<file path="config.mk">
export PLATFORM = sky130hd
export DESIGN_NAME = reaction_sequencer
export DESIGN_NICKNAME = d
export VERILOG_FILES = /design/src/rtl/reaction_sequencer.sv
export SDC_FILE = /design/constraint.sdc
export NUM_CORES = 1
export LEC_CHECK = 0
export CORE_AREA = 2 2 72 109
export CTS_CLUSTER_DIAMETER = 150
export DETAILED_ROUTE_END_ITERATION = 10
export DIE_AREA = 0 0 74 111
export GPL_ROUTABILITY_DRIVEN = 0
export PLACE_DENSITY = 0.7
export SLEW_MARGIN = 10
export SYNTH_ARGS = -nofsm -noshare
export SYNTH_HDL_FRONTEND = slang
export SYNTH_SLANG_ARGS = --single-unit
</file>
<file path="constraint.sdc">
create_clock -name Clk -period 4.6 [get_ports Clk]
set_clock_uncertainty 0.1 [all_clocks]
set_input_delay 0.92 -clock Clk [delete_from_list [all_inputs] [get_ports Clk]]
set_output_delay 0.92 -clock Clk [all_outputs]
set_load 0.05 [all_outputs]
</file>
<file path="src/rtl/reaction_sequencer.sv">
// Reaction-time game sequencer: waits a random number of milliseconds,
// lights the cue LED, then measures how long the player takes to press the
// button. Reports a valid time, a false start or a timeout.
module reaction_sequencer #(
   parameter int unsigned CLKS_PER_MS  = 100000,
   parameter int unsigned MAX_REACT_MS = 9999
) (
   input  logic        Clk,
   input  logic        Rst,
   input  logic        Start,
   input  logic        Button,
   input  logic [12:0] RandomValue,
   output logic        Led,
   output logic [13:0] ReactTime,
   output logic        Done,
   output logic        FalseStart,
   output logic        Timeout,
   output logic        Busy
);

   localparam int unsigned DIV_W = (CLKS_PER_MS > 1) ? $clog2(CLKS_PER_MS) : 1;
   localparam logic [DIV_W-1:0] DIV_LAST   = DIV_W'(CLKS_PER_MS - 1);
   localparam logic [13:0]      REACT_MAX  = 14'(MAX_REACT_MS);
   localparam logic [13:0]      REACT_LAST = 14'(MAX_REACT_MS - 1);

   typedef enum logic [1:0] {
      S_IDLE,
      S_WAIT,
      S_REACT,
      S_RESULT
   } state_t;

   state_t           state_q;
   logic [DIV_W-1:0] div_cnt_q;
   logic [12:0]      delay_cnt_q;
   logic [13:0]      react_cnt_q;
   logic             button_prev_q;

   logic tick;
   logic press;

   // Millisecond tick and button rising-edge detect.
   always_comb begin
      // NOTE: every always_comb output gets a value on every path, so no latch is inferred.
      tick  = (div_cnt_q == DIV_LAST);
      press = Button & ~button_prev_q;
   end

   // Round sequencing with registered outputs; Done defaults low so it pulses for one cycle.
   always_ff @(posedge Clk) begin
      if (Rst) begin
         state_q       <= S_IDLE;
         div_cnt_q     <= '0;
         delay_cnt_q   <= '0;
         react_cnt_q   <= '0;
         button_prev_q <= 1'b0;
         Led           <= 1'b0;
         ReactTime     <= '0;
         Done          <= 1'b0;
         FalseStart    <= 1'b0;
         Timeout       <= 1'b0;
         Busy          <= 1'b0;
      end else begin
         // NOTE: non-blocking assignments throughout; a later assignment in the
         // same cycle overrides the default, and every read sees the old value.
         button_prev_q <= Button;
         Done          <= 1'b0;

         case (state_q)
            S_IDLE, S_RESULT: begin
               // Outputs of a finished round hold here until the next Start.
               if (Start) begin
                  state_q     <= S_WAIT;
                  delay_cnt_q <= (RandomValue == 13'd0) ? 13'd1 : RandomValue;
                  div_cnt_q   <= '0;
                  ReactTime   <= '0;
                  FalseStart  <= 1'b0;
                  Timeout     <= 1'b0;
                  Busy        <= 1'b1;
               end
            end

            S_WAIT: begin
               if (press) begin
                  // A press before the cue wins even over the final delay tick.
                  state_q    <= S_RESULT;
                  FalseStart <= 1'b1;
                  ReactTime  <= '0;
                  Done       <= 1'b1;
                  Busy       <= 1'b0;
               end else if (tick) begin
                  div_cnt_q   <= '0;
                  delay_cnt_q <= delay_cnt_q - 13'd1;
                  if (delay_cnt_q == 13'd1) begin
                     state_q     <= S_REACT;
                     Led         <= 1'b1;
                     react_cnt_q <= '0;
                  end
               end else begin
                  div_cnt_q <= div_cnt_q + 1'b1;
               end
            end

            S_REACT: begin
               if (press) begin
                  // Report the count before any same-cycle tick increment.
                  state_q   <= S_RESULT;
                  ReactTime <= react_cnt_q;
                  Led       <= 1'b0;
                  Done      <= 1'b1;
                  Busy      <= 1'b0;
               end else if (tick) begin
                  div_cnt_q <= '0;
                  if (react_cnt_q == REACT_LAST) begin
                     state_q     <= S_RESULT;
                     react_cnt_q <= REACT_MAX;
                     ReactTime   <= REACT_MAX;
                     Timeout     <= 1'b1;
                     Led         <= 1'b0;
                     Done        <= 1'b1;
                     Busy        <= 1'b0;
                  end else begin
                     react_cnt_q <= react_cnt_q + 14'd1;
                  end
               end else begin
                  div_cnt_q <= div_cnt_q + 1'b1;
               end
            end

            default: state_q <= S_IDLE;
         endcase
      end
   end

endmodule

</file>
; Word-level counts from Yosys, hierarchy flattened
; Index checks and enable logic that the tools add are counted.
[op_classes]
n_addsub = 3
mux = 52
n_bitwise = 2
eq_ne = 19
div = 0
n_lt_le_gt_ge = 0
shift = 0
n_mul = 0
reduce_logical = 15
[op_table]
columns = op, n
row1 = 14-bit 2-to-1 mux, 11
row2 = 13-bit 2-to-1 mux, 4
row3 = 17-bit 2-to-1 mux, 3
row4 = 14-bit case mux with 3 select lines, 1
row5 = 17-bit case mux with 2 select lines, 1
row6 = 14-bit case mux with 2 select lines, 1
row7 = 13-bit case mux with 2 select lines, 1
row8 = "2-bit inequality test, second input constant", 9
row9 = "17-bit by 1-bit adder with 17-bit output, second input constant", 1
row10 = "17-bit equality test, second input constant", 1
row11 = 1-bit 2-to-1 mux, 17
row12 = "14-bit by 1-bit adder with 14-bit output, second input constant", 1
row13 = "14-bit equality test, second input constant", 1
row14 = 2-bit 2-to-1 mux, 7
row15 = "13-bit by 1-bit equality test with 1-bit output, second input constant", 1
row16 = 13-bit logical NOT, 1
row17 = "13-bit by 1-bit subtractor with 13-bit output, second input constant", 1
row18 = "3-bit inequality test, second input constant", 4
row19 = 6-bit AND reduction, 2
row20 = 5-bit AND reduction, 2
row21 = 1-bit case mux with 2 select lines, 4
row22 = 4-bit AND reduction, 2
row23 = 2-bit case mux with 3 select lines, 1
row24 = 2-bit nonzero test, 3
row25 = 9 further kinds, 11
[totals]
mem_bits_rw = 0
rom_bits = 0
ff_bits = 66
n_memories = 0
output_inout_bits = 19
latch_bits = 0

; Longest topological paths before layout
[logic_depth]
depth_word = 5
mapped_depth = 9

; Worst setup path before layout
; No wires, ideal clock.
[synth_timing]
path_type = reg2reg
start = register react_cnt_q[0]
end = register state_q[1]
slack_ns = 2.228
n_path_buf = 1
stages_incl_launch_ff = 9
arrival_time_ns = 2.149
setup_time_ns = 0.123
required_ns = 4.377
cell_sequence = dfxtp_1 -> inv_1 -> ha_1 -> or4bb_1 -> or4_1 -> buf_2 -> o211ai_2 -> o211ai_2 -> mux2_1
[synth_via]
elab_chain_len = 3
[synth_rtl]
columns = element, line_no
row1 = "start, declared", 36  ; logic [13:0] react_cnt_q;
row2 = "start signal, assigned", 123  ; react_cnt_q <= react_cnt_q + 14'd1;
row3 = 14-bit equality test, 114  ; if (react_cnt_q == REACT_LAST) begin
row4 = 3-bit inequality test (no source line), --
row5 = 5-bit AND reduction (no source line), --
row6 = "end signal, assigned", 107  ; state_q <= S_RESULT;
row7 = "end signal, assigned", 115  ; state_q <= S_RESULT;
row8 = "end signal, assigned", 130  ; default: state_q <= S_IDLE;
row9 = "end, declared", 33  ; state_t state_q;
; No other way between the ends.
; A chain may end at the register's enable or synchronous reset.

; Worst setup path after layout
[layout_timing]
start = input port Start
end = register delay_cnt_q[12]
[layout_via]
elab_chain_len = 2
[layout_rtl]
columns = element, line_no
row1 = "start, declared", 10  ; input logic Start,
row2 = 2-bit inequality test (no source line), --
row3 = 4-bit AND reduction (no source line), --
row4 = "end signal, assigned", 74  ; delay_cnt_q <= (RandomValue == 13'd0) ? 13'd1 : RandomValue;
row5 = "end signal, assigned", 93  ; delay_cnt_q <= delay_cnt_q - 13'd1;
row6 = "end, declared", 35  ; logic [12:0] delay_cnt_q;
; No other way between the ends.

==> results.sh <==
export IMPL_antenna_found_initial=0
export IMPL_endpoint_kind="register"
export IMPL_hold_viol=0
export IMPL_cts_sinks=66
export IMPL_syn_avg_cell_area_um2=8.17
export IMPL_synth_distinct_cells=60
export IMPL_synth_fa_ha_area_share_pct=2.46
export IMPL_outcome="finished, final reports clean"
export IMPL_cap_viol_max_count=0
export IMPL_cp_data_arrival_time_ps=3290
export IMPL_synth_edf_count=0
export IMPL_path_clk_slew_ps=50
export IMPL_synth_top_family_by_area="simple AND/OR/NAND/NOR gates"
export IMPL_portBuffers=35
export IMPL_grt_use_met2_pct=36.7
export IMPL_grt_use_met1_pct=29.3
export IMPL_rsz0062_at_grt="false"
export IMPL_drtIter0Drc=288
export IMPL_synth_seq_area_share_pct=37.1
export IMPL_async_reset_ff_share_pct=0
export IMPL_via_per_inst=5.98
export IMPL_synth_mux_area_share_pct=1.16
export IMPL_tns_ps=0
export IMPL_nets=484
export IMPL_grt_max_degree=50
export IMPL_wl_per_cell_um=15.5
export IMPL_dr_pass1_iters=4
export IMPL_ant_nets=0
export IMPL_area_growth_pct=18.8
export IMPL_track_usage_pct=23.0
export IMPL_cp_slowest_cell="o21ai_1"
export IMPL_layout_drive_gt1_share_pct=6.67
export IMPL_n_antenna_cell=0
export IMPL_dpl_hpwl_mm=6.12
export IMPL_fp_dieW_um=74
export IMPL_met3_usage_pct=5.55
export IMPL_synth_top_cell_area_share_pct=37.1
export IMPL_coreArea_um2=7370
export IMPL_fmax_ghz=0.319
export IMPL_timing_slew_headroom_pct=33.3
export IMPL_cts_resized=0
export IMPL_fp_row_count=39
export IMPL_final_setup_viol_count=0
export IMPL_criticalPathCategory="in -> reg"
export IMPL_post_cts_setup_buffers=0
export IMPL_power_leakage_nw=1.46
export IMPL_syn_nets=460
export IMPL_synthFlopType="dfxtp_1"
export IMPL_top_usage_layer="met2"
export IMPL_cp_max_fo=12
export IMPL_slew_violations=0
export IMPL_fin_crit_sh_pct=68.2
export IMPL_dieArea_um2=8210
export IMPL_power_density_nw_per_um2=494
export IMPL_holdBufCountCts=0
export IMPL_htreeDepth=3
export IMPL_period_needed_ps=3140
export IMPL_tritoncts="built"
export IMPL_synth_area_leaders="dfxtp_1 37%, a21oi_1 4.4%, o21ai_0 3.9%"
export IMPL_drc=0
export IMPL_synthSimpleGateAreaFrac_pct=27.9
export IMPL_grt_pass1_vias=3199
export IMPL_synthesis_area_um2=3560
export IMPL_tightestPinTransition_ps=988
export IMPL_chipHeight_um=111
export IMPL_path_cells="clkdlybuf4s50_1 > nand2b_1 > nand3_1 > o21ai_1 > o21ai_0 > a21oi_1"
export IMPL_cts_root_buffer="clkbuf_16"
export IMPL_io_pins=36
export IMPL_clk_path_buf_depth=2
export IMPL_peakVddDrop_mv=0.280
export IMPL_wirelength_mm=8.81
export IMPL_clk_latency_ps=330
export IMPL_max_stage_delay_ps=670
export IMPL_ys_ff_latch=66
export IMPL_grt_ovfl_total=0
export IMPL_vias=3392
export IMPL_start_util_pct=48.3
export IMPL_cp_required_ps=4760
export IMPL_grt_pass1_wl_mm=15.1
export IMPL_synth_compound_area_share_pct=24.2
export IMPL_hold_class="reg -> reg"
export IMPL_cp_start_kind="input pin"
export IMPL_synth_top_cell_by_area="dfxtp_1"
export IMPL_yosys_area_share_xor_xnor_pct=2.95
export IMPL_cts_inserted_buffers=9
export IMPL_final_util_pct=57.4
export IMPL_synth_warnings=0
export IMPL_syn_inst=436
[final cells by class]
class	count	area, µm²
inverters	13	48.8
multi-input cells	331	2090
repair buffers	39	380
flip-flops and latches	66	1320
clock buffers	13	250
fillers	669	3140
clock inverters	3	15.0
well taps	102	128
[state kept, by name, summed over array words and instances, names as in the netlist]
register       count
Done               1
state_q            2
button_prev_q      1
ReactTime         14
react_cnt_q       14
Timeout            1
FalseStart         1
div_cnt_q         17
Led                1
delay_cnt_q       13
Busy               1
[worst paths after layout]
path	startpoint	endpoint	slack (ps)	cells after the start
max reg2reg	div_cnt_q[0]$_SDFFE_PP0P_	react_cnt_q[13]$_SDFFE_PP0P_	1660	6
max	Start	delay_cnt_q[12]$_SDFFE_PP0P_	1460	6
min	ReactTime[4]$_SDFFE_PP0P_	ReactTime[4]$_SDFFE_PP0P_	370	2
min reg2reg	ReactTime[4]$_SDFFE_PP0P_	ReactTime[4]$_SDFFE_PP0P_	370	2
[per-stage QoR]
step,instance area [µm²],std cells,hold slack [ps],power (mW),setup slack (ps)
global placement,3970,551,358,1.46,1240
CTS,4230,567,375,2.09,1500
floorplan,3560,436,342,1.28,2230
detailed placement,3970,551,357,1.47,1160
global route,4230,567,392,2.22,1210
finish,4230,567,368,2.09,1460
[worst max-delay path: cells and delay by family]
| kind | cells | cell delay [ps] |
|---|---|---|
| buf+inv | 1 | 620 |
| simple gates | 2 | 710 |
| compound gates | 3 | 1040 |
[cell usage after synthesis, types with 5 or more instances]
cell type / count
a211oi_1: 6
a21oi_1: 31
a311oi_1: 5
a31oi_1: 7
and2_1: 8
and3_1: 11
clkbuf_1: 23
dfxtp_1: 66
ha_1: 7
inv_1: 12
nand2_1: 30
nand3_1: 17
nand4_1: 15
nor2_1: 35
nor2b_1: 16
nor3_1: 17
nor4_1: 10
o21ai_0: 28
o221a_2: 8
xnor2_1: 6
xor2_1: 6
[metal layers]
metal / part of all wire, % / wire (µm)
met5: 0 / 0
met4: 2.3 / 199
met1: 44 / 3910
met3: 3.9 / 340
met2: 49 / 4350
[cell families (layout without fill, tap and decap cells)]
family | after synthesis | in the layout
fa+ha+maj | 7 | 7
compound gates | 125 | 125
mux | 4 | 4
simple gates | 183 | 183
flops | 66 | 66
xor+xnor | 12 | 12
buf+inv | 39 | 68
[power breakdown]
part / leakage [nW] / internal, mW / switching [mW] / total [mW]
combinational: 0.796 / 0.268 / 0.517 / 0.785
sequential: 0.535 / 0.636 / 0.0535 / 0.690
clock: 0.133 / 0.377 / 0.237 / 0.614
[layout by cell type (no fill, tap or decap), types with 9 or more instances in the layout]
cell,netlist,layout
nor4_1,10,10
nand4_1,15,15
and3_1,11,11
clkbuf_16,0,9
nand2_1,30,30
clkdlybuf4s50_1,0,35
inv_1,12,12
a21oi_1,31,31
nor2b_1,16,16
nand3_1,17,17
o21ai_0,28,28
nor2_1,35,35
nor3_1,17,17
dfxtp_1,66,66
(Power assumes the default switching activity.)
